### config.mk
export PLATFORM = sky130hd
export DESIGN_NAME = reg_write_arbiter
export DESIGN_NICKNAME = d
export VERILOG_FILES = /design/src/rtl/reg_write_arbiter.sv
export SDC_FILE = /design/constraint.sdc
export NUM_CORES = 1
export LEC_CHECK = 0
export ABC_CLOCK_PERIOD_IN_PS = 2300
export CAP_MARGIN = 10
export CORE_UTILIZATION = 46
export CTS_BUF_LIST = sky130_fd_sc_hd__clkbuf_8
export DETAILED_ROUTE_END_ITERATION = 8
export PLACE_DENSITY = 0.95
export SLEW_MARGIN = 0
export SYNTH_ARGS = -nofsm -noshare
export SYNTH_HDL_FRONTEND = slang
export SYNTH_SLANG_ARGS = --single-unit
### constraint.sdc
create_clock -name clk -period 2.3 [get_ports clk]
set_input_delay 0.46 -clock clk [delete_from_list [all_inputs] [get_ports clk]]
set_output_delay 0.46 -clock clk [all_outputs]
set_load 0.005 [all_outputs]
### src/rtl/reg_write_arbiter.sv
// Two-requester round-robin arbiter that turns granted requests into sequential register-file writes.
// Define WRITE_WRAP_EN to wrap the write address back to 1 (with a done pulse) instead of stopping in DONE.
module reg_write_arbiter #(
  parameter int DATA_W   = 16,
  parameter int NUM_REGS = 15
) (
  input  logic              clk,
  input  logic              rst,
  input  logic              start,
  input  logic              req0,
  input  logic              req1,
  input  logic [DATA_W-1:0] data0,
  input  logic [DATA_W-1:0] data1,
  output logic              gnt0,
  output logic              gnt1,
  output logic              we,
  output logic [3:0]        waddr,
  output logic [DATA_W-1:0] wdata,
  output logic              busy,
  output logic              done
);

  typedef enum logic [1:0] {IDLE, RUN, DONE} state_t;

  localparam logic [3:0] LAST_ADDR = 4'(NUM_REGS);

  state_t     state;
  state_t     nextState;
  logic [3:0] nextAddr;
  logic       prioPtr;
  logic       transfer;
  logic       lastXfer;

  assign transfer = gnt0 | gnt1;
  assign lastXfer = (nextAddr == LAST_ADDR);

  always_ff @(posedge clk) begin
    if (rst) state <= IDLE;
    else     state <= nextState;
  end

  always_comb begin
    nextState = state;
    case (state)
      IDLE: if (start) nextState = RUN;
      RUN: begin
`ifndef WRITE_WRAP_EN
        if (transfer && lastXfer) nextState = DONE;
`endif
      end
      DONE: if (start) nextState = RUN;
      default: nextState = IDLE;
    endcase
  end

  // prioPtr set means requester 1 wins the next tie.
  always_comb begin
    gnt0 = 1'b0;
    gnt1 = 1'b0;
    busy = 1'b0;
    if (state == RUN) begin
      busy = 1'b1;
      gnt0 = req0 & (~req1 | ~prioPtr);
      gnt1 = req1 & (~req0 | prioPtr);
    end
  end

`ifdef WRITE_WRAP_EN
  logic donePulse;
  assign done = donePulse;
`else
  assign done = (state == DONE);
`endif

  always_ff @(posedge clk) begin
    if (rst) begin
      nextAddr <= 4'd1;
      prioPtr  <= 1'b0;
      we       <= 1'b0;
      waddr    <= 4'd0;
      wdata    <= '0;
`ifdef WRITE_WRAP_EN
      donePulse <= 1'b0;
`endif
    end else begin
      we <= transfer;
`ifdef WRITE_WRAP_EN
      donePulse <= transfer & lastXfer;
`endif
      if (transfer) begin
        waddr    <= nextAddr;
        wdata    <= gnt1 ? data1 : data0;
        prioPtr  <= gnt0;
        nextAddr <= lastXfer ? 4'd1 : nextAddr + 4'd1;
      end
      // A new sequence always restarts at the first register.
      if ((state == IDLE || state == DONE) && start) nextAddr <= 4'd1;
    end
  end

endmodule

==> flow_metrics.env, run 1 <==
export IMPL_syn2layout_area_growth_pct=51.1
export IMPL_slew_violations=0
export IMPL_slew_headroom=0.680
export IMPL_clk_pin_slew_ns=0.09
export IMPL_fin_nets=258
export IMPL_hold_violations=0
export IMPL_die_w_um=56.7
export IMPL_final_common_cell="clkdlybuf4s50_1"
export IMPL_critPathMaxFanout=3
export IMPL_fillers=209
export IMPL_grt_max_degree=28
export IMPL_clock_latency_ns=0.28
export IMPL_io_buffer_count=61
export IMPL_grt_first_pass_wirelength_mm=7.11
export IMPL_setup_tns_ns=0
export IMPL_cts_buffer_depth=2
export IMPL_setup_viol=0
export IMPL_place_area_um2=2030
export IMPL_clock_power_share=0.234
export IMPL_syn_nets=197
export IMPL_cts_root_buffer="clkbuf_8"
export IMPL_syn_area_um2=1370
export IMPL_required_ns=1.84
export IMPL_die_h_um=56.7
export IMPL_initial_utilization=0.494
export IMPL_gp_congestion=0.772
export IMPL_p_leak_nw=0.695
export IMPL_fin_skew_ns=0.00395
export IMPL_placedCellCount=246
export IMPL_worst_pin_slew_ns=0.468
export IMPL_gr_total_overflow=0
export IMPL_avgRoutedWirePerCell_um=17.8
export IMPL_wl_mm=4.44
export IMPL_min_period_over_period=0.909
export IMPL_ctsHoldBuffers=0
export IMPL_hpwl_mm=3.08
export IMPL_htree_levels=1
export IMPL_synth_seq_area_share=0.408
export IMPL_antenna_found_initial=0
export IMPL_end_kind="output pin"
export IMPL_outcome="finished clean"
export IMPL_pin_count=62
export IMPL_die_area_um2=3210
export IMPL_netSwitchingFraction=0.290
export IMPL_yosys_warnings=0
export IMPL_p_sw_uw=339
export IMPL_grt_pass1_vias=1584
export IMPL_seqPwrFrac=0.470
export IMPL_cp_arrival_ns=1.63
export IMPL_cts_setup_buffers=0
export IMPL_max_stage_delay_ns=0.49
export IMPL_min_path_type="flop to flop"
export IMPL_rows=19
export IMPL_drt_pass1_iter_count=4
export IMPL_cp_slowest_cell="clkdlybuf4s50_1"
export IMPL_path_buf_inv=2
export IMPL_holdWs_ns=0.493
export IMPL_worstPathCellList="nand3b_2 > or2_4 > inv_1 > clkdlybuf4s50_1"
export IMPL_drive_gt1_frac=0.133
export IMPL_drc=0
export IMPL_place_worst_setup_slack_ns=-0.0452
export IMPL_ant_nets=0
export IMPL_ys_seq_elements=28
export IMPL_peakVddDrop_mv=0.423
export IMPL_cts_tree="done"
export IMPL_finalNonFillerCells=249
export IMPL_final_cell_mix="clkdlybuf4s50_1, nor3_1, dfxtp_1"
export IMPL_core_area_um2=2780
export IMPL_ys_types=30
export IMPL_grtUsageTotal=0.285
export IMPL_internal_power_uw=828
export IMPL_numCtsBuffers=3
export IMPL_avgViaCountPerCell=6.16
export IMPL_fin_crit_ns=2.09
export IMPL_drtIter0Drc=53
export IMPL_cp_top_family="buffers and inverters"
export IMPL_fmax_mhz=478
export IMPL_netlist_instances=159
export IMPL_p_comb_frac=0.295
export IMPL_rsz0062_at_grt="no"
export IMPL_cts_sinks=28
export IMPL_n_antenna_cell=0
export IMPL_postSynthAreaPerCell_um2=8.64
export IMPL_setup_ws_ns=0.209
export IMPL_powerDensity_nw_per_um2=562
export IMPL_maxCapViolCount=0
export IMPL_crit_type="flop to output pin"
export IMPL_critPathLaunchType="flop"
export IMPL_vias=1533
export IMPL_final_cell_area_um2=2080
-- path summary, 6_finish.rpt --
check           start  endpoint  slack, ns  depth (start not counted)
min reg2reg  waddr[0]  waddr[0]       0.49                          2
max          state[1]      gnt1       0.21                          4
max reg2reg  state[1]  wdata[0]       0.64                          4
min          waddr[0]  waddr[0]       0.49                          2
-- what timing repair did --
item                       4_1_cts  5_1_grt
setup endpoints to repair        1        1
gates resized for setup          2        1
pin swaps                        0        0
-- synthesized netlist by cell type --
library cell,n,share of area
nand2b_1,4,0.018
a31o_2,1,0.0064
ha_1,1,0.0091
clkbuf_1,7,0.019
and3b_1,1,0.0064
a2111oi_2,9,0.098
or2_2,1,0.0046
o2bb2ai_1,1,0.0064
buf_6,1,0.0082
a311oi_1,1,0.0064
nor3_1,33,0.12
nand4b_1,1,0.0064
or2_1,1,0.0046
nand2_1,2,0.0055
inv_1,2,0.0055
clkbuf_2,1,0.0036
buf_2,8,0.029
nor2b_1,2,0.0091
or4_1,1,0.0055
a21oi_1,27,0.098
nor2_1,2,0.0055
o41ai_1,1,0.0064
dfxtp_1,28,0.41
o21ai_0,6,0.022
nand3b_2,1,0.0082
or3_1,1,0.0046
inv_2,1,0.0027
nand3_1,5,0.018
a2111oi_0,7,0.045
nand4_1,2,0.0091
-- cell type report --
| type | instances | area (um2) | area share |
|---|---|---|---|
| clock buffer | 3 | 41.3 | 0.0199 |
| inverter | 3 | 11.3 | 0.00542 |
| multi-input combinational | 111 | 722 | 0.348 |
| sequential | 28 | 561 | 0.270 |
| tap | 31 | 38.8 | 0.0187 |
| timing repair buffer | 73 | 702 | 0.338 |
-- metrics by stage --
step | total power [mW] | util
finish | 1.17 | 0.746
global placement | 0.880 | 0.730
CTS | 1.16 | 0.745
detailed placement | 0.897 | 0.730
floorplan | 0.713 | -
global route | 1.21 | 0.746
-- logic make-up after synthesis --
logic type	after synthesis	share of synthesized area
AO/OA/AOI/OAI	53	0.289
adder cells (fa/ha/maj)	1	0.00911
buffers and inverters	20	0.0683
flip-flops	28	0.408
AND/OR/NAND/NOR	57	0.226
-- sequential cells by signal (all words and copies together) (netlist names) --
signal and count:
nextAddr 4, wdata 16, we 1, waddr 4, state 2, prioPtr 1
-- worst register-to-register path, delay by kind of cell (launching register included) --
family | cells | cell delay (ns)
AO/OA/AOI/OAI | 1 | 0.49
AND/OR/NAND/NOR | 2 | 0.48
flip-flops | 1 | 0.33
buffers and inverters | 1 | 0.22
-- metal layers --
metal | wire [um] | vias to the layer above | GRT usage
met3 | 241 | 11 | 0.0507
met4 | 95 | 0 | 0.150
met1 | 1830 | 736 | 0.331
met2 | 2270 | 65 | 0.492
li1 | - | 721 | -
met5 | 0 | - | 0
-- power by group through the flow --
| stage | combinational [mW] | clock, mW | sequential [mW] |
|---|---|---|---|
| after floorplan | 0.155 | 0 | 0.558 |
| after global placement | 0.324 | 0 | 0.556 |
| after detailed placement | 0.340 | 0 | 0.558 |
| after CTS | 0.343 | 0.271 | 0.548 |
| after global routing | 0.365 | 0.293 | 0.554 |
| final | 0.344 | 0.273 | 0.549 |
Note: power is estimated with default switching activity, not from simulation.
==> run 2: changes to the inputs <==
CTS_CLUSTER_SIZE = 16   (was unset)
==> results of run 2 <==
Final layout, timing and power as in run 1 (identical DEF).
